==> config.mk <==
export PLATFORM = sky130hd
export DESIGN_NAME = dl_port_responder
export DESIGN_NICKNAME = d
export VERILOG_FILES = /design/src/rtl/dl_port_responder_pkg.sv /design/src/rtl/dl_timeout_cnt.sv /design/src/rtl/dl_port_responder.sv
export SDC_FILE = /design/constraint.sdc
export NUM_CORES = 1
export LEC_CHECK = 0
export ABC_AREA = 1
export BUFFER_PORTS_ARGS = -buffer_cell sky130_fd_sc_hd__buf_2
export CAP_MARGIN = 5
export CORE_ASPECT_RATIO = 0.6
export CORE_UTILIZATION = 53
export DETAILED_ROUTE_END_ITERATION = 8
export PLACE_DENSITY = 0.81
export SKIP_LAST_GASP = 1
export SLEW_MARGIN = 20
export SYNTH_ARGS = -nofsm -noshare
export SYNTH_HDL_FRONTEND = slang
export SYNTH_HIERARCHICAL = 1
export SYNTH_SLANG_ARGS = --single-unit
==> constraint.sdc <==
create_clock -name clk -period 3.6 [get_ports clk]
set_input_delay 0.18 -clock clk [delete_from_list [all_inputs] [get_ports clk]]
set_output_delay 0.18 -clock clk [all_outputs]
set_load 0.02 [all_outputs]
==> src/rtl/dl_port_responder_pkg.sv <==
// Shared types and constants for the toggle-handshake port responder.
package dl_port_responder_pkg;

  localparam int unsigned DATA_W = 16;
  localparam logic [DATA_W-1:0] RD_ABORT = 16'hFFFF;

  typedef enum logic [1:0] {
    ST_IDLE  = 2'd0,
    ST_ISSUE = 2'd1,
    ST_WAIT  = 2'd2,
    ST_DONE  = 2'd3
  } state_t;

  // Byte lanes not selected by the strobes read back as all ones.
  function automatic logic [DATA_W-1:0] lane_fill(
    input logic [DATA_W-1:0] data,
    input logic [1:0]        ds
  );
    logic [7:0] w_hi;
    logic [7:0] w_lo;
    w_hi = ds[1] ? data[15:8] : 8'hFF;
    w_lo = ds[0] ? data[7:0]  : 8'hFF;
    return {w_hi, w_lo};
  endfunction

endpackage

==> src/rtl/dl_timeout_cnt.sv <==
// Access watchdog: counts enabled cycles and flags the cycle whose count reaches limit.
module dl_timeout_cnt #(
  parameter int unsigned CNT_W = 16
) (
  input  logic             clk,
  input  logic             reset,
  input  logic             clr,
  input  logic             en,
  input  logic [CNT_W-1:0] limit,
  output logic             expired
);

  localparam logic [CNT_W:0] STEP = 1;

  logic [CNT_W-1:0] r_cnt;
  logic [CNT_W:0]   w_next;

  // expired is combinational so the owner can weigh it against mem_rdy in the same cycle.
  assign w_next  = {1'b0, r_cnt} + STEP;
  assign expired = en && (w_next == {1'b0, limit});

  always_ff @(posedge clk or posedge reset) begin
    if (reset) begin
      r_cnt <= '0;
    end else if (clr) begin
      r_cnt <= '0;
    end else if (en && !expired) begin
      r_cnt <= w_next[CNT_W-1:0];
    end
  end

endmodule

==> src/rtl/dl_port_responder.sv <==
// Toggle-handshake initiator port bridged to a strobe/ready memory backend with timeout.
module dl_port_responder
  import dl_port_responder_pkg::*;
#(
  parameter int unsigned ADDR_W  = 23,
  parameter int unsigned TIMEOUT = 255
) (
  input  logic              clk,
  input  logic              reset,
  input  logic              port_req,
  output logic              port_ack,
  input  logic [ADDR_W-1:0] port_a,
  input  logic [1:0]        port_ds,
  input  logic              port_we,
  input  logic [DATA_W-1:0] port_d,
  output logic [DATA_W-1:0] port_q,
  output logic              mem_cs,
  output logic              mem_we,
  output logic [ADDR_W-1:0] mem_addr,
  output logic [1:0]        mem_be,
  output logic [DATA_W-1:0] mem_wdata,
  input  logic [DATA_W-1:0] mem_rdata,
  input  logic              mem_rdy,
  output logic              busy,
  output logic              err_timeout,
  output logic              err_protocol,
  output logic [15:0]       wr_count
);

  localparam logic [15:0] LIMIT = 16'(TIMEOUT);

  state_t              r_state;
  logic                r_ack;
  logic                r_req_d;
  logic                r_busy;
  logic                r_ok;
  logic [DATA_W-1:0]   r_q;
  logic                r_mem_cs;
  logic                r_mem_we;
  logic [ADDR_W-1:0]   r_mem_addr;
  logic [1:0]          r_mem_be;
  logic [DATA_W-1:0]   r_mem_wdata;
  logic                r_err_timeout;
  logic                r_err_protocol;
  logic [15:0]         r_wr_count;

  logic w_pending;
  logic w_active;
  logic w_start;
  logic w_expired;

  assign w_pending = (port_req != r_ack);
  assign w_active  = (r_state == ST_ISSUE) || (r_state == ST_WAIT);
  assign w_start   = (r_state == ST_IDLE) && w_pending;

  dl_timeout_cnt #(
    .CNT_W (16)
  ) u_timeout_cnt (
    .clk     (clk),
    .reset   (reset),
    .clr     (w_start),
    .en      (w_active),
    .limit   (LIMIT),
    .expired (w_expired)
  );

  always_ff @(posedge clk or posedge reset) begin
    if (reset) begin
      r_state        <= ST_IDLE;
      r_ack          <= 1'b0;
      r_req_d        <= 1'b0;
      r_busy         <= 1'b0;
      r_ok           <= 1'b0;
      r_q            <= '0;
      r_mem_cs       <= 1'b0;
      r_mem_we       <= 1'b0;
      r_mem_addr     <= '0;
      r_mem_be       <= '0;
      r_mem_wdata    <= '0;
      r_err_timeout  <= 1'b0;
      r_err_protocol <= 1'b0;
      r_wr_count     <= '0;
    end else begin
      r_req_d <= port_req;
      // A request edge while busy is only recorded; the ack toggle logic ignores it.
      if (r_busy && (port_req != r_req_d)) begin
        r_err_protocol <= 1'b1;
      end

      case (r_state)
        ST_IDLE: begin
          if (w_pending) begin
            r_mem_addr  <= port_a;
            r_mem_be    <= port_ds;
            r_mem_we    <= port_we;
            r_mem_wdata <= port_d;
            r_mem_cs    <= 1'b1;
            r_busy      <= 1'b1;
            r_state     <= ST_ISSUE;
          end
        end

        ST_ISSUE, ST_WAIT: begin
          // mem_rdy wins over an expiry landing in the same cycle.
          if (mem_rdy) begin
            r_mem_cs <= 1'b0;
            r_ok     <= 1'b1;
            if (!r_mem_we) begin
              r_q <= lane_fill(mem_rdata, r_mem_be);
            end
            r_state <= ST_DONE;
          end else if (w_expired) begin
            r_mem_cs      <= 1'b0;
            r_ok          <= 1'b0;
            r_err_timeout <= 1'b1;
            if (!r_mem_we) begin
              r_q <= RD_ABORT;
            end
            r_state <= ST_DONE;
          end else begin
            r_state <= ST_WAIT;
          end
        end

        ST_DONE: begin
          r_ack  <= ~r_ack;
          r_busy <= 1'b0;
          if (r_mem_we && r_ok) begin
            r_wr_count <= r_wr_count + 16'd1;
          end
          r_state <= ST_IDLE;
        end

        default: r_state <= ST_IDLE;
      endcase
    end
  end

  assign port_ack     = r_ack;
  assign port_q       = r_q;
  assign mem_cs       = r_mem_cs;
  assign mem_we       = r_mem_we;
  assign mem_addr     = r_mem_addr;
  assign mem_be       = r_mem_be;
  assign mem_wdata    = r_mem_wdata;
  assign busy         = r_busy;
  assign err_timeout  = r_err_timeout;
  assign err_protocol = r_err_protocol;
  assign wr_count     = r_wr_count;

endmodule

# Word level (Yosys, flattened, before mapping)
# Cells that the tools add are included.
[totals] rom_bits=0 latchBits=0 regBits=99 memories=0 ramBits=0
[classes] eq_ne=8 bitwise_logic=3 shifts=0 addsub=2 reduce_logical=20 mul=0 n_div=0 n_lt_le_gt_ge=0 n_mux=18
[ops] op="two-way mux 16 bit" n=6
[ops] op="adder 16 x 1 -> 17 bit (second input constant)" n=1
[ops] op="== test 17 x 8 -> 1 bit (second input constant)" n=1
[ops] op="adder 16 x 1 -> 16 bit (second input constant)" n=1
[ops] op="two-way mux 8 bit" n=2
[ops] op="AND reduction 3 bit" n=3
[ops] op="AND reduction 2 bit" n=4
[ops] op="nonzero test 2 bit" n=4
[ops] op="two-way mux 1 bit" n=6
[ops] op="case mux 2 bit (3 select lines)" n=1
[ops] op="logical AND 1 bit" n=5
[ops] op="== test 2 bit (second input constant)" n=2
[ops] op="case mux 1 bit (2 select lines)" n=2
[ops] op="inequality test 3 x 2 -> 1 bit (second input constant)" n=1
[ops] op="inverter 1 bit" n=3
[ops] op="== test 2 x 1 -> 1 bit (second input constant)" n=1
[ops] op="logical NOT 2 bit" n=1
[ops] op="two-way mux 2 bit" n=1
[ops] op="inequality test 1 bit" n=2
[ops] op="inequality test 2 bit (second input constant)" n=1
[ops] op="OR reduction 2 bit" n=1
[ops] op="logical NOT 1 bit" n=1
[ops] op="logical OR 1 bit" n=1

# Logic depth before layout (Yosys ltp)
[depth] depth_word=7 ltp_mapped=19

# Modules after synthesis
# Netlist, hierarchy kept.
[modules_own_cells] mod="dl_port_responder" seq_area_each_um2=2077.0 area_each_um2=3499.6 cells_per_inst=401 n_inst=1
[modules_own_cells] mod="dl_timeout_cnt" seq_area_each_um2=400.4 area_each_um2=1549.0 cells_per_inst=241 n_inst=1

# Least setup slack after synthesis
# OpenSTA, ideal clock, no wires.
[synth_timing] kind="flip-flop to flip-flop" from="register u_timeout_cnt.r_cnt[0]" to="register r_q[0] (netlist: port_q[0])" path_stages_with_launch=19 setup_time_ns=0.126 synth_period_minus_slack_ns=2.559 arrival_time_ns=2.433 required_ns=3.474 path_slack_ns=1.041 n_path_buf=2 path_cell_list="dfrtp_1 -> ha_1 -> nand2_2 -> nor2_2 -> nand2_1 -> nand2_1 -> nand2_1 -> nand2_1 -> nand3_1 -> nor2_1 -> nand2_2 -> nor2_4 -> nand2_4 -> buf_2 -> nor2_1 -> nand2_2 -> a21oi_4 -> buf_2 -> a21oi_1"
[synth_between] elab_chain_cells=5
[synth_lines] item="start, declared" line_no="dl_timeout_cnt.sv:15" text="logic [CNT_W-1:0] r_cnt;"
[synth_lines] item="start signal, assigned" line_no="dl_timeout_cnt.sv:28" text="r_cnt <= w_next[CNT_W-1:0];"
[synth_lines] item="adder 16 x 1 -> 17 bit" line_no="dl_timeout_cnt.sv:19" text="assign w_next = {1'b0, r_cnt} + STEP;"
[synth_lines] item="== test 17 x 8 -> 1 bit" line_no="dl_timeout_cnt.sv:20" text="assign expired = en && (w_next == {1'b0, limit});"
[synth_lines] item="logical AND 1 bit" line_no="dl_timeout_cnt.sv:20"
[synth_lines] item="via w_expired" line_no="dl_port_responder.sv:50" text="logic w_expired;"
[synth_lines] item="nonzero test 2 bit (no line)"
[synth_lines] item="AND reduction 3 bit (no line)"
[synth_lines] item="end signal, assigned" line_no="dl_port_responder.sv:109" text="r_q <= lane_fill(mem_rdata, r_mem_be);"
[synth_lines] item="end, declared" line_no="dl_port_responder.sv:37" text="logic [DATA_W-1:0] r_q;"
# The timed path passes the listed nets, and every way through them passes these cells.
# A chain may end at the register's enable or synchronous reset.

# Final worst setup path
[layout_timing] from="register u_timeout_cnt.r_cnt[0]" to="register r_q[7] (netlist: port_q[7])"
# Same word-level chain as after synthesis.

==> results.md <==
- The run finished with clean final reports.
- Global routing used about a quarter of the available tracks.
- The post-synthesis async set-or-reset flop share is 100.0%.
- The leading cell type in the layout, fill and taps excluded is sky130_fd_sc_hd__nand2_1.
- The worst hold path belongs to the class in -> reg.
- In this run the tightest slew margin relative to its limit is between 30% and 40%.
- Setup violations remaining at the end of the flow were counted as 0.
- The analysis attributes to cell leakage a power of 3.389 nW.
- After the flow finishes, the layout carries non-filler instances totaling 940.
- Buffers placed on the I/O ports in this run total 140.
- The final-stage net count is 871.
- Counting cells, the worst reg-to-reg path comes to 17.
- The die covers between 9000 and 10000 um^2.
- The netlist uses 35 different library cells.
- Measured along the y axis, the die boundary spans between 70 and 80 um.
- The flip-flop cell with the highest count after synthesis is sky130_fd_sc_hd__dfrtp_1.
- In the layout the commonest cells are sky130_fd_sc_hd__nand2_1, sky130_fd_sc_hd__buf_2, sky130_fd_sc_hd__dfrtp_1.
- The worst setup path is captured at a flop.
- The hold violation total from the final report is 0.
- The clock passes through at most 2 buffers.
- The post-route minimum period is 3.017 ns.
- Static timing analysis puts the maximum clock frequency at 331.5 MHz.
- For this run, the share of the core covered by cells in the final layout is ~68%.
- At the worst endpoint, the arrival time is ~3.3 ns.
- The number of antenna violations at the first check in global routing is 0.
- Across the VDD grid, the largest voltage drop is about 0.55 mV.
- The number of global-route vias before repair is around 4600.
- The remaining global-route overflow is 0.
- The instance count on the critical path is 17.
- The actual slew at the worst max-slew pin is ~1 ns.
- The number of pins exceeding their max-slew limit in the final report is 0.
- Between clock sinks in the finished design, the worst skew comes to ~0.0094 ns.
- The synthesized design contains ~100 register bits.
- At the worst endpoint, the required time is 3.87 ns.
- The clock edge transition at the registers on the reported setup and hold paths is roughly 0.07 ns.
- The effective utilization at floorplan is approximately 55%.
- The number of cells produced by synthesis is 642.
- For this run, the slowest stage of the critical path takes a little over 0.6 ns.
- 0 antenna diodes ended up in the layout.
- The first detailed-routing pass took 5 iterations.
- The minimum setup slack after placement is about 0.61 ns.
- The final routed wire length divided by cell count is between 10 and 15 um.
- The kind of cell with the highest combined delay along the critical path is simple AND/OR/NAND/NOR gates.
- The clock sink count is around 100.
- The cell depth of the worst hold path is 3.
- The master cell of the clock root buffer is sky130_fd_sc_hd__clkbuf_16.
- For this block, the routed nets add up to between 10000 and 15000 um of wire.
- Entering global routing, the biggest net connects between 50 and 60 pins.
- The clock tree synthesis step divided the H-tree into 3 levels.
- In the final layout, the share of cells above drive strength 1 is between 20% and 30%.
- The latest clock arrival within the worst-skew pair is approximately 0.35 ns.
- In the routed design, unresolved DRC markers number 0.
- Among all stages on the critical path, the largest delay is contributed by sky130_fd_sc_hd__a21oi_4.
- The core region area is 9223 um^2.
- For this block, the initial DRC count from the detailed router was 215.
- TritonCTS built the clock tree.
- The area growth from synthesis to layout is 23.74%.
- The synthesized design contains 0 enable-type register cells.
- The horizontal die dimension is approximately 130 um.
- The count of nets left with antenna violations after detail routing is 0.
- The share of synthesized area occupied by flip-flops and latches is between 40% and 50%.
- A synthesized cell averages between 7 and 8 um^2.
- Setup repair after global routing left no endpoint under its margin.
- The worst path uses 83.79% of the clock period.
- Once detailed placement completed, the half-perimeter wirelength came to slightly below 9000 um.
- The classification of the worst setup path is reg -> reg.
- The first global-routing pass estimated between 20000 and 25000 um of wire.
- The total CTS buffers is 9.
- The I/O pin count is roughly 140.
- The critical-path maximum fanout is 32.
- The cell repeated most along the worst path is sky130_fd_sc_hd__nand2_1.
- The worst setup path is launched from a flop.
- Summing all placed instances gives a cell area of roughly 6000 um^2.
- The routed layout has 4684 vias.
- The signal on the critical path passes through ha_1 -> nand2_2 -> nor2_2 -> nand2_1 -> nand2_1 -> nand2_1 -> nand2_1 -> nand3_1 -> nor2_1 -> nand2_2 -> nor2_4 -> nand2_4 -> nor2_1 -> nand2_2 -> a21oi_4 -> nor2_1 -> a21oi_1.
- The cell area after synthesis is 5049 um^2.
- Yosys printed 6 warnings.
- The reported max-cap violation count is 0.
- The placed cell count is roughly 920.
- The total negative slack is 0 ns.
- Routability-driven placement finished with a final weighted congestion of approximately 0.90.
- Setup slack on the critical path of the routed design comes to between 0.5 and 0.6 ns.
- In this run the power density over the cells is a little under 800 nW/um^2.
- The site row count is 27.
- With fillers left out, the area of the finished cells amounts to about 6200 um^2.
- The post-cts resize count is 0.
- In the routed layout, each cell is associated on average with a via count of around 5.0.
- Together, buffers and inverters on the worst path number 0.
==> repair_timing <==
item / CTS / global route
hold buffers: 2 / 0
endpoints found under the hold margin: 17 / 0
setup buffers: 0 / 0
==> path summary, 6_finish.rpt <==
path	from	endpoint	slack, ns
min in group asynchronous	reset	u_timeout_cnt/r_cnt[13]$_DFFE_PP0P_	0.50
setup reg to reg	u_timeout_cnt/r_cnt[0]$_DFFE_PP0P_	port_q[7]$_DFFE_PP0P_	0.58
hold / removal	port_a[13]	mem_addr[13]$_DFFE_PP0P_	0.02
max in group asynchronous	reset	mem_wdata[6]$_DFFE_PP0P_	2.28
setup / recovery	u_timeout_cnt/r_cnt[0]$_DFFE_PP0P_	port_q[7]$_DFFE_PP0P_	0.58
hold reg to reg	mem_addr[2]$_DFFE_PP0P_	mem_addr[2]$_DFFE_PP0P_	0.47
==> final cells by class <==
| class | instances | area (um^2) |
|---|---|---|
| Fill cell | 770 | 2975 |
| Clock buffer | 11 | 232.7 |
| Clock inverter | 5 | 85.08 |
| Multi-Input combinational cell | 500 | 2356 |
| Tap cell | 130 | 162.7 |
| Timing Repair Buffer | 145 | 743.2 |
| Sequential cell | 99 | 2477 |
| Inverter | 50 | 190.2 |
==> worst min-delay path: stages <==
cell and delay, ns:
sky130_fd_sc_hd__buf_2 0.07, sky130_fd_sc_hd__nand2_1 0.04, sky130_fd_sc_hd__nand2_1 0.04
==> state kept, by name, summed over array words and instances (netlist names) <==
register             count
u_timeout_cnt/r_cnt     16
err_protocol             1
mem_addr                23
mem_be                   2
port_ack                 1
err_timeout              1
port_q                  16
mem_we                   1
r_req_d                  1
mem_wdata               16
wr_count                16
r_ok                     1
busy                     1
r_state                  2
mem_cs                   1
==> Yosys cell counts, types with 3 or more instances <==
master / count / area, um^2
sky130_fd_sc_hd__clkbuf_1: 3 / 11.26
sky130_fd_sc_hd__nor2_1: 64 / 240.2
sky130_fd_sc_hd__buf_2: 6 / 30.03
sky130_fd_sc_hd__nor2_2: 8 / 50.05
sky130_fd_sc_hd__o21ai_0: 8 / 40.04
sky130_fd_sc_hd__ha_1: 4 / 50.05
sky130_fd_sc_hd__dfrtp_1: 99 / 2477
sky130_fd_sc_hd__xnor2_1: 6 / 52.55
sky130_fd_sc_hd__nor2_4: 6 / 67.56
sky130_fd_sc_hd__xor2_1: 8 / 70.07
sky130_fd_sc_hd__nand2_4: 3 / 33.78
sky130_fd_sc_hd__nand3_2: 4 / 40.04
sky130_fd_sc_hd__inv_2: 3 / 11.26
sky130_fd_sc_hd__nand2_1: 257 / 964.7
sky130_fd_sc_hd__inv_1: 47 / 176.4
sky130_fd_sc_hd__buf_4: 4 / 30.03
sky130_fd_sc_hd__nand2_2: 7 / 43.79
sky130_fd_sc_hd__nand3b_1: 5 / 37.54
sky130_fd_sc_hd__nand3_1: 40 / 200.2
sky130_fd_sc_hd__a21oi_1: 16 / 80.08
sky130_fd_sc_hd__nand4_1: 24 / 150.1
==> metrics by stage <==
| step | hold slack [ns] | power, W |
|---|---|---|
| 3_3_place_gp | 0.3141 | 0.003710 |
| 2_1_floorplan | 0.09374 | 0.003232 |
| 3_5_place_dp | 0.3293 | 0.003806 |
| 4_1_cts | 0.01390 | 0.004861 |
| 6_report | 0.01918 | 0.004843 |
| 5_1_grt | 0.01968 | 0.005170 |
==> cells by family after synthesis <==
family                     synth area share, %
and+or+nand+nor                          37.27
DFF                                      49.07
buffers and inverters                    6.122
AOI/OAI and AO/OA                        3.519
xor gates and xnor gates                 2.875
adders and majority gates               0.9914
other                                   0.1488
==> layer usage <==
layer	share of wire, %	vias to the layer above	global-route usage (%)	wire length (um)
met5	0	-	0	0
met4	1.3	0	7.882	155
met3	6.3	13	6.414	768
met2	48	167	45.00	5869
met1	45	2181	34.09	5454
li1	-	2323	-	-
==> power by group <==
part | internal (W) | total [W] | leakage [nW] | switching (W)
clock | 0.000614 | 0.00104 | 0.150 | 0.000424
sequential | 0.00150 | 0.00176 | 1.22 | 0.000262
combinational | 0.000634 | 0.00204 | 2.02 | 0.00141
No activity file was read; power rests on OpenSTA's default activity.
